`src/rtl/mandel_pixel_drain.sv`:
```
// Pixel sequencer and output FIFO downstream of the mandelbrot core.
// Starts one pixel at a time, tags each result with frame position, and streams it out.
module mandel_pixel_drain #(
  parameter int unsigned DEPTH  = 4,
  parameter int unsigned WIDTH  = 320,
  parameter int unsigned HEIGHT = 240
) (
  input  logic                       clk,
  input  logic                       reset,
  input  logic                       enable,
  output logic                       run,
  input  logic                       running,
  input  logic [3:0]                 ctr_in,
  input  logic                       finished,
  output logic [3:0]                 out_data,
  output logic                       out_sof,
  output logic                       out_eol,
  output logic                       out_eof,
  output logic                       out_valid,
  input  logic                       out_ready,
  output logic [$clog2(DEPTH):0]     level
);

  localparam int unsigned AW = $clog2(DEPTH);
  localparam int unsigned LW = AW + 1;
  localparam int unsigned XW = (WIDTH > 1) ? $clog2(WIDTH) : 1;
  localparam int unsigned YW = (HEIGHT > 1) ? $clog2(HEIGHT) : 1;

  typedef struct packed {
    logic [3:0] data;
    logic       sof;
    logic       eol;
    logic       eof;
  } pix_t;

  typedef enum logic [1:0] {IDLE, ISSUE, BUSY} state_t;

  state_t         state;
  logic           seen;
  logic [XW-1:0]  x;
  logic [YW-1:0]  y;
  pix_t           mem [DEPTH];
  logic [AW-1:0]  wr_ptr;
  logic [AW-1:0]  rd_ptr;
  logic [LW-1:0]  level_next;
  logic           push;
  logic           pop;
  logic           x_last;
  logic           y_last;

  assign x_last = (x == XW'(WIDTH - 1));
  assign y_last = (y == YW'(HEIGHT - 1));
  // Completion only counts once the core has acknowledged the run pulse.
  assign push   = (state == BUSY) && seen && !running;
  assign pop    = out_valid && out_ready;

  // Sequencer: at most one pixel in flight, issued only when the FIFO has room.
  always_ff @(posedge clk) begin
    if (reset) begin
      state <= IDLE;
      run   <= 1'b0;
      seen  <= 1'b0;
      x     <= '0;
      y     <= '0;
    end else begin
      case (state)
        IDLE: begin
          run <= 1'b0;
          if (enable && !running && (level < LW'(DEPTH))) begin
            state <= ISSUE;
            run   <= 1'b1;
          end
        end
        ISSUE: begin
          run   <= 1'b0;
          seen  <= 1'b0;
          state <= BUSY;
          if (finished) begin
            x <= '0;
            y <= '0;
          end
        end
        BUSY: begin
          run <= 1'b0;
          if (running) begin
            seen <= 1'b1;
          end else if (seen) begin
            state <= IDLE;
            if (x_last) begin
              x <= '0;
              y <= y_last ? '0 : y + YW'(1);
            end else begin
              x <= x + XW'(1);
            end
          end
        end
        default: begin
          state <= IDLE;
          run   <= 1'b0;
        end
      endcase
    end
  end

  always_comb begin
    level_next = level;
    if (push && !pop)
      level_next = level + LW'(1);
    else if (!push && pop)
      level_next = level - LW'(1);
  end

  // First-word fall-through storage; occupancy and valid are registered.
  always_ff @(posedge clk) begin
    if (reset) begin
      wr_ptr    <= '0;
      rd_ptr    <= '0;
      level     <= '0;
      out_valid <= 1'b0;
      for (int i = 0; i < int'(DEPTH); i++)
        mem[i] <= '0;
    end else begin
      if (push) begin
        mem[wr_ptr] <= '{data: ctr_in,
                         sof:  (x == '0) && (y == '0),
                         eol:  x_last,
                         eof:  x_last && y_last};
        wr_ptr      <= wr_ptr + AW'(1);
      end
      if (pop)
        rd_ptr <= rd_ptr + AW'(1);
      level     <= level_next;
      out_valid <= (level_next != '0);
    end
  end

  assign out_data = mem[rd_ptr].data;
  assign out_sof  = mem[rd_ptr].sof;
  assign out_eol  = mem[rd_ptr].eol;
  assign out_eof  = mem[rd_ptr].eof;

endmodule

```
`config.mk`:
```
export PLATFORM = sky130hd
export DESIGN_NAME = mandel_pixel_drain
export DESIGN_NICKNAME = d
export VERILOG_FILES = /design/src/rtl/mandel_pixel_drain.sv
export SDC_FILE = /design/constraint.sdc
export NUM_CORES = 1
export LEC_CHECK = 0
export CAP_MARGIN = 0
export CORE_AREA = 3 3 74 82
export CTS_BUF_LIST = sky130_fd_sc_hd__clkbuf_8
export CTS_CLUSTER_SIZE = 20
export DETAILED_ROUTE_END_ITERATION = 7
export DIE_AREA = 0 0 77 85
export PLACE_DENSITY = 0.7
export SYNTH_ARGS = -nofsm -noshare
export SYNTH_HDL_FRONTEND = slang
export SYNTH_SLANG_ARGS = --single-unit
```
`constraint.sdc`:
```
create_clock -name clk -period 2.45 [get_ports clk]
set_input_delay 0.6125 -clock clk [delete_from_list [all_inputs] [get_ports clk]]
set_output_delay 0.6125 -clock clk [all_outputs]
set_load 0.005 [all_outputs]
```
; Word-level counts from Yosys, hierarchy flattened
; Memories as Yosys holds them, arrays and structs flattened. A register that Yosys moved wholly into a read port is not among the register bits.
; Index checks and enable logic that the tools add are counted.
[totals]
inputBits = 10
wordCells = 81
ram_bits = 28
out_inout_bits = 12
regBits = 29
memories = 1
[classes]
reduce_logical = 23
magnitude_cmp = 1
n_mux = 30
n_addsub = 6
bitwise_logic = 1
eq_ne = 10
[memory_table]
columns = memory, words, word_bits, read_ports, rd_clocked_by_memory_dff, write_ports, line_no
row1 = mem, 4, 7, 1, 1, 4, 42  ; pix_t mem [DEPTH];
[ops]
columns = op, n
row1 = 2-to-1 mux 8 bit, 5
row2 = 2-to-1 mux 9 bit, 4
row3 = case mux 9 bit (2 select lines), 1
row4 = case mux 8 bit (2 select lines), 1
row5 = 2-to-1 mux 2 bit, 6
row6 = "!= test 2 bit, second input constant", 6
row7 = "adder 9 x 1 -> 9 bit, second input constant", 1
row8 = "== test 9 bit, second input constant", 1
row9 = logical AND 1 bit, 9
row10 = zero test 9 bit, 1
row11 = "adder 8 x 1 -> 8 bit, second input constant", 1
row12 = "== test 8 bit, second input constant", 1
row13 = zero test 8 bit, 1
row14 = 2-to-1 mux 1 bit, 8
row15 = 2-to-1 mux 7 bit, 1
row16 = OR reduction 7 bit, 1
row17 = 2-to-1 mux 3 bit, 2
row18 = case mux 2 bit (3 select lines), 1
row19 = AND reduction 5 bit, 1
row20 = "adder 2 x 1 -> 2 bit, second input constant", 2
row21 = AND reduction 4 bit, 1
row22 = "adder 3 x 1 -> 3 bit, second input constant", 1
row23 = zero test 1 bit, 3
row24 = "< comparator 3 bit, second input constant", 1
row25 = other kinds (11), 11

; Depth between registers and ports, before layout
[logic_depth]
ltp_word = 8
depth_mapped = 7
depth_no_buf = 6

; Worst setup path after synthesis
; Ideal clock, no wire load.
[synth_path]
path_kind = in2reg
start = in running
end = mem mem[0][0] in the netlist's numbering (enable)
path_stages = 3
setup_time_ns = 0.328
arrival_time_ns = 1.729
path_buffers = 0
path_slack_ns = 0.393
required_time_ns = 2.122
cell_sequence = or4_4 or3_1 nand2b_1
[synth_lines]
columns = item, line_no
row1 = "start, declared", 12  ; input logic running,
row2 = "end, declared", 42

==> flow_summary.json <==
{
  "worst-path-max-fanout": 7,
  "worst_slack_ns": 0.0803,
  "layout_min_cycle_time_ns": 2.37,
  "synth.area.mux_share": 0.0581,
  "crit_end": "out_data[3]",
  "ctsHoldBuffers": 0,
  "clk_path_buf_depth": 2,
  "worst_pin_slew_ns": 0.600,
  "syn_to_final_growth_pct": 23.1,
  "clock_latency_ns": 0.33,
  "clockRootBuffer": "clkbuf_8",
  "fin_hold_ws_ns": 0.500,
  "design.portCount": 22,
  "relSlewSlack": 0.599,
  "clkTransAtPathRegs_ns": 0.07,
  "critPathLaunchType": "register",
  "fin_crit_sh": 0.967,
  "synth_seq_cells": 59,
  "outcome": "finished clean",
  "r2r_start": "x[1]",
  "crit_buf_inv": 2,
  "placementRows": 28,
  "final_nets": 335,
  "wire_per_inst_um": 14.5,
  "synth-edff-count": 28,
  "drive_gt1_frac": 0.167,
  "yosysSeqAreaShare": 0.506,
  "maxCapViolCount": 0,
  "hold_depth": 2,
  "rsz0062_at_grt": "false",
  "die_area_um2": 6550,
  "synth_cell_types": 51,
  "power_density_nw_per_um2": 692,
  "finalWeightedCongestion": 0.862,
  "yosys_warnings": 0,
  "synth_area_um2": 2890,
  "coreArea_um2": 5360,
  "die_x_um": 77,
  "drc": 0,
  "viasPerCell": 5.43,
  "grt_pass1_vias": 2095,
  "slowest_delay_ns": 0.50,
  "cts_sinks": 59,
  "synthAdderAreaFrac": 0.0260,
  "end_kind": "primary output",
  "cts_buffers": 9,
  "grt_max_degree": 32,
  "initial_core_util": 0.539,
  "rr_worst_depth": 5,
  "peakVddDrop_uv": 631,
  "dp.cells": 382,
  "antenna_found_initial": 0,
  "path_depth": 3,
  "synth_compound_area_frac": 0.103,
  "hpwlAfterDp_mm": 4.18,
  "synthesis.instances": 275,
  "ant_nets": 0,
  "cp.required_ns": 1.84,
  "tns_ns": 0,
  "yosys.area_share.simple": 0.221,
  "drv_slew": 0,
  "fin_skew_ns": 0.00746,
  "path_cells": "buf_6, mux4_2, clkdlybuf4s50_1",
  "grt_util_all_layers": 0.193,
  "avgSynthCellArea_um2": 10.5,
  "holdCritPathClass": "register to register",
  "crit_family": "buffers and inverters",
  "htreeDepth": 3,
  "reg2reg_to": "y[6]",
  "synth_top_family_by_area": "simple AND/OR/NAND/NOR gates",
  "async_flop_share": 0,
  "cts_tree": "yes",
  "grt_pass1_wl_mm": 10.0,
  "fin_cells": 399,
  "finalHoldViolations": 0,
  "overflow": 0,
  "synth_xor_area_frac": 0.0425,
  "synthesis.nets": 291,
  "vias": 2167,
  "drt_iter0_markers": 123,
  "fill_cells": 436,
  "worst-setup-path-type": "register to primary output",
  "final_core_util": 0.663,
  "place_ws_ns": -0.0588,
  "setup_viol_count_final": 0,
  "max_freq_ghz": 0.422,
  "firstDrtPassIters": 4,
  "n_antenna_cell": 0,
  "synth_ff_type": "dfxtp_1",
  "layout_common_cells": "nor2_1 (32), dfxtp_1 (31), edfxtp_1 (28)",
  "ff2ff_setup_slack_ns": 0.46,
  "wl_mm": 5.81,
  "final_common_cell": "nor2_1",
  "die_h_um": 85,
  "arrival_ns": 1.76,
  "crit_slowest_cell": "mux4_2",
  "io_buffers": 21,
  "power_leakage_uw": 0.00131
}
==> synth_stat cells, drive strengths merged (2+ instances only) <==
cell type / instances / share of area
nor3: 3 / 0.0052
nand3: 6 / 0.010
dfxtp: 31 / 0.21
or3: 4 / 0.0087
nor3b: 2 / 0.0052
and2: 17 / 0.037
inv: 13 / 0.017
clkbuf: 7 / 0.0091
nor4: 5 / 0.011
a311oi: 2 / 0.0061
mux4: 7 / 0.055
a211oi: 4 / 0.010
nand4: 9 / 0.019
o21ai: 10 / 0.017
nand3b: 2 / 0.0052
or4: 4 / 0.013
edfxtp: 28 / 0.29
a41oi: 2 / 0.0061
a21oi: 9 / 0.016
and3: 4 / 0.0087
buf: 7 / 0.018
ha: 6 / 0.026
nor2b: 3 / 0.0065
o41ai: 2 / 0.0061
a31oi: 4 / 0.0087
xnor2: 9 / 0.027
nand2b: 4 / 0.0087
xor2: 5 / 0.015
nand2: 16 / 0.021
nor2: 32 / 0.042
a2111oi: 2 / 0.0061
==> sequential cells by signal, summed over array words and instances, names as in the netlist, named ones only <==
register   count
mem           28
rd_ptr         2
y              8
seen           1
out_valid      1
wr_ptr         2
level          3
run            1
x              9
state          2
==> worst min-delay path by stage <==
stage               from   end  slack [ns]
finish              x[1]  x[1]        0.50
global route        y[6]  y[6]        0.53
CTS                 x[1]  x[1]        0.51
detailed placement  x[1]  x[1]        0.50
global placement    x[1]  x[1]        0.48
floorplan           x[1]  x[1]        0.46
==> layer usage <==
metal  vias to the layer above  part of all wire  GRT usage
met3                         4             0.035     0.0382
met5                         -                 0          0
met2                        48              0.51      0.322
met4                         0            0.0079     0.0841
li1                       1095                 -          -
met1                      1020              0.45      0.246
==> per-stage QoR <==
stage | power, uW | cell area [um2]
floorplan | 1340 | 2890
global placement | 1490 | 3310
detailed placement | 1500 | 3310
CTS | 2470 | 3540
global route | 2570 | 3550
finish | 2460 | 3550
==> tightest hold or removal path, stage by stage (launching register included) <==
cell     delay [ns]
dfxtp_1        0.34
nand2_1        0.06
a21oi_1        0.05
==> cell families (layout without fill, tap and decap cells) <==
group / after synthesis / in the layout
simple gates: 117 / 117
flops: 59 / 59
compound gates: 44 / 44
buf+inv: 27 / 76
xor+xnor: 14 / 14
mux: 8 / 8
fa+ha+maj: 6 / 6
==> layout make-up <==
| cell class | count | area (um2) | share of cell area |
|---|---|---|---|
| Clock buffer | 9 | 124 | 0.0348 |
| Clock inverter | 7 | 100 | 0.0282 |
| Multi-Input combinational cell | 189 | 1300 | 0.366 |
| Sequential cell | 59 | 1460 | 0.411 |
| Inverter | 13 | 48.8 | 0.0137 |
| Timing Repair Buffer | 47 | 427 | 0.120 |
| Tap cell | 75 | 93.8 | 0.0264 |
==> power by group <==
part | leakage, uW | internal (uW) | total, uW | switching (uW)
combinational | 0.000662 | 201 | 347 | 146
clock | 0.000114 | 579 | 983 | 404
sequential | 0.000537 | 1080 | 1130 | 48.4
total | 0.00131 | 1860 | 2460 | 598
==> what timing repair did <==
item	4_1_cts	5_1_grt
setup buffers	0	1
setup endpoints to repair	0	7
gates resized for setup	0	3
Note: power is estimated with default switching activity, not from simulation.
